==> src/rtl/gpioemu_pkg.sv <==
// Shared definitions for the GPIO emulator bus: register map, status bit
// layout and the master's FSM state encoding.
package gpioemu_pkg;

   localparam logic [15:0] ADDR_A1 = 16'h00F8;
   localparam logic [15:0] ADDR_A2 = 16'h00FC;
   localparam logic [15:0] ADDR_W  = 16'h0100;
   localparam logic [15:0] ADDR_S  = 16'h0104;

   localparam int unsigned S_READY_BIT = 0;

   typedef enum logic [3:0] {
      IDLE,
      WR_A1,
      GAP1,
      WR_A2,
      GAP2,
      RD_S,
      GAP_S,
      RD_W,
      FIN
   } state_t;

endpackage

==> src/rtl/bus_strobe_timer.sv <==
// Counts the cycles of an active bus strobe and flags its final cycle.
// The count restarts whenever the strobe is inactive, so every access
// separated by a gap cycle gets a full STROBE_CYCLES window.
module bus_strobe_timer #(
   parameter int unsigned STROBE_CYCLES = 2
) (
   input  logic i_clk,
   input  logic i_rst,
   input  logic i_en,
   output logic o_last
);

   logic [3:0] r_cnt;
   logic       w_last;

   assign w_last = i_en && (r_cnt == 4'(STROBE_CYCLES - 1));
   assign o_last = w_last;

   // Advance while the strobe is held; clear on its last cycle or when idle.
   always_ff @(posedge i_clk or posedge i_rst) begin
      if (i_rst) begin
         r_cnt <= '0;
      end else if (i_en && !w_last) begin
         r_cnt <= r_cnt + 4'd1;
      end else begin
         r_cnt <= '0;
      end
   end

endmodule

==> src/rtl/gcd_bus_master.sv <==
// Bus master that runs one GCD job on the GPIO emulator slave: writes both
// operands, polls the status register until ready (or timeout), then reads
// the result.
module gcd_bus_master #(
   parameter int unsigned STROBE_CYCLES = 2,
   parameter int unsigned POLL_LIMIT    = 64
) (
   input  logic        clk,
   input  logic        reset,
   input  logic        start,
   input  logic [31:0] op_a,
   input  logic [31:0] op_b,
   output logic        busy,
   output logic        done,
   output logic        error,
   output logic [31:0] result,
   output logic [15:0] saddress,
   output logic        srd,
   output logic        swr,
   output logic [31:0] sdata_out,
   input  logic [31:0] sdata_in
);

   import gpioemu_pkg::*;

   state_t      r_state;
   state_t      w_state_nxt;
   logic [31:0] r_opb;
   logic [31:0] r_result;
   logic [15:0] r_saddr;
   logic [31:0] r_sdout;
   logic [9:0]  r_poll;
   logic        r_rdy;
   logic        r_ok;

   logic        w_srd;
   logic        w_swr;
   logic        w_busy;
   logic        w_done;
   logic        w_error;
   logic        w_last;
   logic        w_accept;
   logic        w_ready;
   logic [9:0]  w_poll_inc;

   assign w_accept   = (r_state == IDLE) && start;
   assign w_ready    = sdata_in[S_READY_BIT];
   assign w_poll_inc = r_poll + 10'd1;

   bus_strobe_timer #(
      .STROBE_CYCLES (STROBE_CYCLES)
   ) u_timer (
      .i_clk  (clk),
      .i_rst  (reset),
      .i_en   (w_srd | w_swr),
      .o_last (w_last)
   );

   // State register.
   always_ff @(posedge clk or posedge reset) begin
      if (reset) begin
         r_state <= IDLE;
      end else begin
         r_state <= w_state_nxt;
      end
   end

   // Next-state and strobe/status decode; strobes come straight from state
   // so a reset drops them without waiting for a clock edge.
   always_comb begin
      w_state_nxt = r_state;
      w_srd       = 1'b0;
      w_swr       = 1'b0;
      w_busy      = 1'b1;
      w_done      = 1'b0;
      w_error     = 1'b0;
      case (r_state)
         IDLE: begin
            w_busy = 1'b0;
            if (start) w_state_nxt = WR_A1;
         end
         WR_A1: begin
            w_swr = 1'b1;
            if (w_last) w_state_nxt = GAP1;
         end
         GAP1: w_state_nxt = WR_A2;
         WR_A2: begin
            w_swr = 1'b1;
            if (w_last) w_state_nxt = GAP2;
         end
         GAP2: w_state_nxt = RD_S;
         RD_S: begin
            w_srd = 1'b1;
            if (w_last) begin
               if (w_ready || (32'(w_poll_inc) < POLL_LIMIT)) w_state_nxt = GAP_S;
               else                                           w_state_nxt = FIN;
            end
         end
         GAP_S: w_state_nxt = r_rdy ? RD_W : RD_S;
         RD_W: begin
            w_srd = 1'b1;
            if (w_last) w_state_nxt = FIN;
         end
         FIN: begin
            w_busy      = 1'b0;
            w_done      = r_ok;
            w_error     = !r_ok;
            w_state_nxt = IDLE;
         end
         default: w_state_nxt = IDLE;
      endcase
   end

   // Job datapath: operand capture, bus address/data set-up, poll count,
   // ready flag and result. Address/data change only when leaving a gap
   // cycle (or on accept), so they stay stable through each gap.
   always_ff @(posedge clk or posedge reset) begin
      if (reset) begin
         r_opb    <= '0;
         r_result <= '0;
         r_saddr  <= '0;
         r_sdout  <= '0;
         r_poll   <= '0;
         r_rdy    <= 1'b0;
         r_ok     <= 1'b0;
      end else begin
         if (w_accept) begin
            r_opb   <= op_b;
            r_saddr <= ADDR_A1;
            r_sdout <= op_a;
            r_poll  <= '0;
            r_rdy   <= 1'b0;
            r_ok    <= 1'b0;
         end
         if (r_state == GAP1) begin
            r_saddr <= ADDR_A2;
            r_sdout <= r_opb;
         end
         if (r_state == GAP2 || (r_state == GAP_S && !r_rdy)) r_saddr <= ADDR_S;
         if (r_state == GAP_S && r_rdy) r_saddr <= ADDR_W;
         if (r_state == RD_S && w_last) begin
            r_poll <= w_poll_inc;
            r_rdy  <= w_ready;
         end
         if (r_state == RD_W && w_last) begin
            r_result <= sdata_in;
            r_ok     <= 1'b1;
         end
      end
   end

   assign busy      = w_busy;
   assign done      = w_done;
   assign error     = w_error;
   assign srd       = w_srd;
   assign swr       = w_swr;
   assign result    = r_result;
   assign saddress  = r_saddr;
   assign sdata_out = r_sdout;

endmodule

==> config.mk <==
export PLATFORM = sky130hd
export DESIGN_NAME = gcd_bus_master
export DESIGN_NICKNAME = d
export VERILOG_FILES = /design/src/rtl/gpioemu_pkg.sv /design/src/rtl/bus_strobe_timer.sv /design/src/rtl/gcd_bus_master.sv
export SDC_FILE = /design/constraint.sdc
export NUM_CORES = 1
export LEC_CHECK = 0
export ABC_AREA = 1
export CAP_MARGIN = 20
export CORE_AREA = 2 2 127 129
export CTS_CLUSTER_SIZE = 28
export DETAILED_ROUTE_END_ITERATION = 12
export DIE_AREA = 0 0 129 131
export SYNTH_ARGS = -nofsm -noshare
export SYNTH_HDL_FRONTEND = slang
export SYNTH_SLANG_ARGS = --single-unit
export TNS_END_PERCENT = 100
==> constraint.sdc <==
create_clock -name clk -period 4.32 [get_ports clk]
set_input_delay 0.648 -clock clk [delete_from_list [all_inputs] [get_ports clk]]
set_output_delay 0.648 -clock clk [all_outputs]
set_load 0.03 [all_outputs]
* Yosys cells after proc, flatten, opt, wreduce, memory -nomap -nowiden
Index checks and enable logic that the tools add are counted. Widths: inputs -> output; s select.
Word-level totals: register bits after elaboration 132, input port bits 99, output and inout port bits 85
Cells by class: $add $sub $neg 2, order comparisons 1, equality and inequality tests 14, muxes and demuxes 25, bitwise gates (word level) 1, reductions and logical operators 21
Operators by type and width (count):
- $mux 16 | 4
- $mux 32 | 2
- $pmux 4 s8 | 1
- $mux 4 | 7
- $mux 10 | 2
- $eq 4x3->1 const B | 4
- $add 10x1->10 const B | 1
- $lt 10x7->1 const B | 1
- $eq 4x1->1 const B | 2
- $eq 4x2->1 const B | 2
- $mux 1 | 8
- $ne 2x1->1 const B | 4
- $logic_and 1x1->1 | 7
- $reduce_bool 2->1 | 3
- $reduce_or 2->1 | 3
- $reduce_and 5->1 | 1
- $add 4x1->4 const B | 1
- $eq 4x4->1 const B | 1
- $logic_not 4->1 | 1
- $reduce_bool 4->1 | 1
- $logic_not 1->1 | 3
- $logic_or 1x1->1 | 2
- $mux 2 | 1
- $ne 2x2->1 const B | 1
- $or 1x1->1 | 1

* Logic depth before layout (Yosys ltp)
Gate-level depths: netlist of run 1.
depth in word-level cells 8, gate-level depth with buffers 12, depth with buffers taken out 12

* Modules after synthesis
From an unflattened synthesis of run 1, not the netlist that was laid out.
Second synthesis, totals: cell total of the unflattened synthesis 536, area, all modules 5123.7 µm²
By module, submodules not included:
- gcd_bus_master | times used 1, cells each 513, area an instance 4916.0 µm²
- bus_strobe_timer | times used 1, cells each 23, area an instance 207.7 µm²

* Worst setup path before layout of run 1
No wires, ideal clock.
path kind reg2out, from reg r_state[3], to out swr, data arrival time 1.230 ns, required time 3.672 ns, path slack 2.442 ns, cell stages (with the launch flop) 4, buffers on the path 0, cell sequence dfrtp_1 > nor2_1 > inv_1 > nor2_1
Between the ends: longest elaborated chain between the ends 3, elaborated cells on any way between the ends 4
Ends and longest elaborated chain:
- start, declared | RTL line gcd_bus_master.sv:26 | state_t r_state;
- start signal, assigned | RTL line gcd_bus_master.sv:64 | r_state <= w_state_nxt;
- $eq 4x2->1 / $eq 4x1->1 (equally long branches) | RTL line gcd_bus_master.sv:77 | case (r_state)
- $reduce_or 2->1 (no line) *
- $mux 1 * | RTL line gcd_bus_master.sv:77
- end, declared | RTL line gcd_bus_master.sv:19 | output logic swr,
Mark *: on every way between the ends. The rest lies on a longest branch, timed or not.

* Worst setup path after layout of run 1
Same ends and word-level chain as after synthesis.

==> flow_metrics.env, run 1 <==
export IMPL_status="completed"
export IMPL_drive_gt1_share_pct=6.242
export IMPL_p_comb_share_pct=42.0
export IMPL_post_cts_resized=0
export IMPL_yosys_area_top_type_share_pct=57.16
export IMPL_antenna_cells=0
export IMPL_hold_buffers=0
export IMPL_fmax_ghz=0.3490
export IMPL_critPathMaxFanout=4
export IMPL_holdWs_ns=0.4689
export IMPL_io_pins=184
export IMPL_yosysWarnings=0
export IMPL_grt_pass1_vias=4623
export IMPL_cap_viol_max_count=0
export IMPL_clock_path_buffers=2
export IMPL_fin_util_pct=49.29
export IMPL_track_usage_pct=17.07
export IMPL_r2r_start="r_state[3]"
export IMPL_skew_ns=0.01026
export IMPL_min_to="r_opb[13]"
export IMPL_netlist_area_um2=5210
export IMPL_setup_violations_final=0
export IMPL_yosys_area_top_type="dfrtp_1"
export IMPL_worst_pin_slew_ns=1.049
export IMPL_p_leak_uw=0.003623
export IMPL_grt_max_degree=67
export IMPL_fillers=1484
export IMPL_port_buffers=174
export IMPL_wl_mm=13.86
export IMPL_r2r_cells=7
export IMPL_die_w_um=129
export IMPL_postRouteAntennaNets=0
export IMPL_cts_setup_buffers=0
export IMPL_max_slew_margin_rel_pct=29.99
export IMPL_p_sw_uw=2263
export IMPL_drc=0
export IMPL_viasPerCell=4.449
export IMPL_start_util_pct=33.40
export IMPL_numCtsBuffers=17
export IMPL_whs_path_depth=2
export IMPL_avgSynthCellArea_um2=8.390
export IMPL_postPlaceCellArea_um2=7041
export IMPL_cts_root_buf="clkbuf_16"
export IMPL_die_area_um2=16900
export IMPL_core_area_um2=15600
export IMPL_fin_area_um2=7689
export IMPL_globalRouteOverflowTotal=0
export IMPL_min_period_ns=2.866
export IMPL_cp_required_ns=3.67
export IMPL_stdcell_count=1017
export IMPL_die_h_um=131
export IMPL_insertion_delay_ns=0.41
export IMPL_hp_start="r_opb[13]"
export IMPL_hpwl_mm=9.603
export IMPL_setup_tns_ns=0
export IMPL_syn_to_final_growth_pct=47.57
export IMPL_finalHoldViolCount=0
export IMPL_ys_ff_latch=119
export IMPL_synth_cell_types=29
export IMPL_clkTransAtPathRegs_ns=0.05
export IMPL_syn_inst=621
export IMPL_dp_cells=984
export IMPL_cts_tree="built"
export IMPL_worstPathArrival_ns=2.22
export IMPL_h_tree_depth=4
export IMPL_slew_viol_final=0
export IMPL_cts_sinks=119
export IMPL_r2r_setup_slack_ns=1.79
export IMPL_fin_crit_sh_pct=66.33
export IMPL_vias=4525
export IMPL_rsz0062_at_grt="false"
export IMPL_antenna_found_initial=0
export IMPL_grt_pass1_wl_mm=22.63
export IMPL_r2r_end="sdata_out[30]"
export IMPL_place_congestion=0.8076
export IMPL_hold_path_class="flop to flop"
export IMPL_wire_per_inst_um=13.63
export IMPL_ys_seq_area_share_pct=57.16
export IMPL_p_int_uw=3483
export IMPL_seqPwrFrac_pct=32.4
export IMPL_criticalPathCategory="flop to primary output"
export IMPL_nNetsFinal=890
export IMPL_p_clk_share_pct=25.6
export IMPL_drt_initial_drc_count=230
export IMPL_p_sw_share_pct=39.38
export IMPL_drt_first_pass_iters=5
export IMPL_power_density_nw_per_um2=747.3
export IMPL_ir_drop_mv=0.3381
export IMPL_end_kind="primary output"
export IMPL_synth_area_leaders="dfrtp_1 57%, nand2_1 21%, nand3_1 7.1%"
export IMPL_critPathLaunchType="flop"
export IMPL_rows=46
## state kept, by name (all words and copies together) (netlist names)
register / flops
r_poll: 10
sdata_out: 32
saddress: 3
r_rdy: 1
result: 32
r_ok: 1
u_timer.r_cnt: 4
r_opb: 32
r_state: 4
## cell usage in the layout, fill, tap and decap left out, types with 2 or more instances in the layout
cell and instances:
inv_1 28, a21oi_1 2, inv_2 2, nand2_1 296
conb_1 9, clkdlybuf4s50_1 174, dfrtp_1 119, o21ai_0 11
clkinv_2 6, nor2_4 4, o22ai_1 4, nand3_1 74
xnor2_1 2, buf_4 3, nor2_2 3, ha_1 3
clkinvlp_4 3, nor2_1 22, clkbuf_16 17, bufinv_16 4
## how the worst max path moves through the flow
stage               start       endpoint  slack (ns)  depth (start not counted)
2_1_floorplan       reset           r_ok        0.51                          1
3_3_place_gp   r_state[3]  sdata_out[10]        1.60                          6
3_5_place_dp   r_state[3]  sdata_out[10]        1.54                          6
4_1_cts        r_state[3]            swr        1.45                          4
5_1_grt        r_state[3]            swr        1.31                          4
6_report       r_state[3]            swr        1.45                          4
## area by class of cell
class | instances | area, um^2 | area share, %
inverter | 31 | 118.9 | 1.546
clock buffer | 18 | 439.2 | 5.712
clock inverter | 14 | 181.4 | 2.360
sequential | 119 | 2978 | 38.73
tap | 216 | 270.3 | 3.515
timing repair buffer | 178 | 1792 | 23.30
multi-input combinational | 441 | 1909 | 24.83
## power by group through the flow
stage | clock, uW | combinational [uW] | sequential, uW
6_report | 1470 | 2410 | 1860
5_1_grt | 1560 | 2650 | 1920
4_1_cts | 1500 | 2420 | 1860
3_5_place_dp | 0 | 2420 | 1870
3_3_place_gp | 0 | 2370 | 1860
2_1_floorplan | 0 | 997 | 2360
## worst max-delay path, stage by stage, from the launching register on
cell and delay [ns]:
dfrtp_1 0.43, nor2_1 0.19, inv_1 0.12, nor2_1 0.30, clkdlybuf4s50_1 0.77
## routing by layer
| metal | share of wire (%) | up-vias | global-route usage (%) | routed length [um] |
|---|---|---|---|---|
| li1 | - | 2260 | - | - |
| met1 | 47 | 2088 | 22.86 | 6524 |
| met2 | 45 | 166 | 26.64 | 6290 |
| met3 | 7.0 | 11 | 5.130 | 971 |
| met4 | 0.54 | 0 | 5.691 | 75 |
| met5 | 0 | - | 0 | 0 |
## metrics by stage
step | setup slack, ns | power [uW]
floorplan | 0.5145 | 3355
global placement | 1.597 | 4231
detailed placement | 1.542 | 4291
CTS | 1.453 | 5787
global route | 1.309 | 6133
finish | 1.455 | 5746
## cells in the mapped netlist (all sizes together)
cell type and n:
a32o 1, nand4 1, nand2 296, nor2 29
conb 1, inv 31, nand3 75, xor2 1
nor3 2, clkbuf 9, o21bai 1, buf 29
or2 1, o22ai 4, a21oi 2, ha 3
dfrtp 119, o21ai 12, xnor2 2, a211oi 1
a22o 1
## kinds of logic (layout without fill, tap and decap cells)
group,after synthesis,count (layout),synth area share (%)
flops,119,119,57.16
xor+xnor,3,3,0.5044
simple gates,404,404,31.99
fa+ha+maj,3,3,0.7205
other cells,1,9,0.07198
buf+inv,69,241,6.868
compound gates,22,22,2.690
No activity file was read; power rests on OpenSTA's default activity.
==> run 2: changes to the inputs <==
clock period = 2.9 ns   (was 4.32 ns; I/O delays follow)
==> run 2 against run 1 <==
Effect of this change:
- core utilization about the same
- wire length increased by 0.20%
- sequential cell count unchanged
- clock skew is 0.0016 ns lower
- worst hold slack got worse by 0.0019 ns
- clock-buffer cell count grew 4
- global-route usage increased by 0.23 points
- critical path depth stayed put
- critical path type unchanged
- largest cell class unchanged
==> flow_metrics.env, run 2 (synthesis gave the netlist of run 1 again) <==
export IMPL_grt_pass1_wl_mm=22.89
export IMPL_layout_cells_most_common="nand2_1"
export IMPL_multi_input_area_um2=1909
export IMPL_drc=0
export IMPL_grt_max_degree=66
export IMPL_p_comb_share_pct=43.5
export IMPL_antenna_found_initial=0
export IMPL_cts_tree="built"
export IMPL_seqPwrFrac_pct=33.1
export IMPL_cts_setup_buffers=0
export IMPL_stdcell_count=1020
export IMPL_p_total_uw=8362
export IMPL_antenna_cells=0
export IMPL_syn_to_final_growth_pct=47.60
export IMPL_die_h_um=131
export IMPL_cp_required_ns=2.47
export IMPL_slew_viol_final=0
export IMPL_p_sw_share_pct=39.95
export IMPL_port_buffers=174
export IMPL_worstPathArrival_ns=2.17
export IMPL_die_w_um=129
export IMPL_finalHoldViolCount=0
export IMPL_post_cts_resized=0
export IMPL_min_period_ns=2.607
export IMPL_r2r_end="r_opb[26]"
export IMPL_grt_pass1_vias=4669
export IMPL_io_pins=184
export IMPL_cap_viol_max_count=0
export IMPL_fillers=1476
export IMPL_insertion_delay_ns=0.41
export IMPL_dp_cells=989
export IMPL_drt_first_pass_iters=4
export IMPL_start_util_pct=33.40
export IMPL_cts_sinks=119
export IMPL_ir_drop_mv=0.5073
export IMPL_pre_cts_slack_ns=0.6627
export IMPL_p_leak_uw=0.003621
export IMPL_crit_start="r_state[3]"
export IMPL_numCtsBuffers=17
export IMPL_clkTransAtPathRegs_ns=0.05
export IMPL_r2r_start="r_state[1]"
export IMPL_r2r_cells=6
export IMPL_skew_ns=0.008678
export IMPL_h_tree_depth=4
export IMPL_drive_gt1_share_pct=6.468
export IMPL_p_clk_share_pct=23.4
export IMPL_criticalPathCategory="flop to primary output"
export IMPL_p_int_uw=5022
export IMPL_fin_crit_sh_pct=89.91
export IMPL_postRouteAntennaNets=0
export IMPL_status="completed"
export IMPL_regArea_um2=2978
export IMPL_final_cell_mix="296 x nand2_1, 174 x clkdlybuf4s50_1, 119 x dfrtp_1, 74 x nand3_1, 28 x inv_1"
export IMPL_worst_pin_slew_ns=0.9431
export IMPL_setup_violations_final=0
export IMPL_track_usage_pct=17.30
export IMPL_wl_mm=13.89
export IMPL_hold_buffers=0
export IMPL_max_slew_margin_rel_pct=37.06
export IMPL_cts_root_buf="clkbuf_16"
export IMPL_rows=46
export IMPL_viasPerCell=4.542
export IMPL_critPathLaunchType="flop"
export IMPL_end_kind="primary output"
export IMPL_drt_initial_drc_count=220
export IMPL_clock_path_buffers=2
export IMPL_die_area_um2=16900
export IMPL_place_congestion=0.7885
export IMPL_p_sw_uw=3341
export IMPL_hpwl_mm=9.867
export IMPL_critPathMaxFanout=4
export IMPL_power_density_nw_per_um2=1087
export IMPL_r2r_setup_slack_ns=0.97
export IMPL_endpoint="swr"
export IMPL_nNetsFinal=895
export IMPL_vias=4633
export IMPL_fmax_ghz=0.3835
export IMPL_globalRouteOverflowTotal=0
export IMPL_setup_tns_ns=0
export IMPL_rsz0062_at_grt="false"
export IMPL_core_area_um2=15600
export IMPL_wire_per_inst_um=13.62
export IMPL_fin_ws_ns=0.2927
export IMPL_hold_path_class="flop to flop"
==> run 2: stage by stage <==
step                instance area, um^2  util (%)  hold WS (ns)
finish                             7690     49.30        0.4671
global route                       7690     49.30        0.4938
floorplan                          5244         -        0.4422
global placement                   7117     45.63        0.4558
CTS                                7675     49.21        0.4728
detailed placement                 7117     45.63        0.4601
==> run 2: routing by layer <==
metal / up-vias / global-route usage [%] / share of wire (%)
met5: - / 0 / 0
met4: 0 / 6.650 / 1.7
li1: 2261 / - / -
met1: 2186 / 23.53 / 46
met3: 22 / 5.375 / 7.1
met2: 164 / 25.99 / 45
==> run 2: worst min-delay path by stage <==
stage / depth (start not counted) / from / to / slack (ns)
3_5_place_dp: 2 / r_opb[9] / r_opb[9] / 0.46
5_1_grt: 2 / r_opb[28] / r_opb[28] / 0.49
4_1_cts: 2 / r_opb[31] / r_opb[31] / 0.47
6_report: 2 / r_opb[31] / r_opb[31] / 0.47
2_1_floorplan: 2 / r_opb[0] / r_opb[0] / 0.44
3_3_place_gp: 2 / r_opb[7] / r_opb[7] / 0.46
==> run 2: power groups by stage <==
stage	clock [uW]	combinational [uW]	sequential, uW
global route	2080	4010	2870
floorplan	0	1490	3510
CTS	2010	3670	2770
detailed placement	0	3670	2780
finish	1960	3630	2770
global placement	0	3600	2770
==> run 2: layout make-up <==
| type | count | area share [%] |
|---|---|---|
| multi-input combinational | 441 | 24.83 |
| tap | 216 | 3.514 |
| clock buffer | 22 | 6.297 |
| sequential | 119 | 38.72 |
| clock inverter | 8 | 0.9600 |
| timing repair buffer | 183 | 24.11 |
| inverter | 31 | 1.562 |
==> run 2: critical path, cell delays in order (launching register included) <==
cell	delay [ns]
dfrtp_1	0.44
nor2_1	0.19
inv_1	0.11
nor2_1	0.26
clkdlybuf4s50_1	0.76
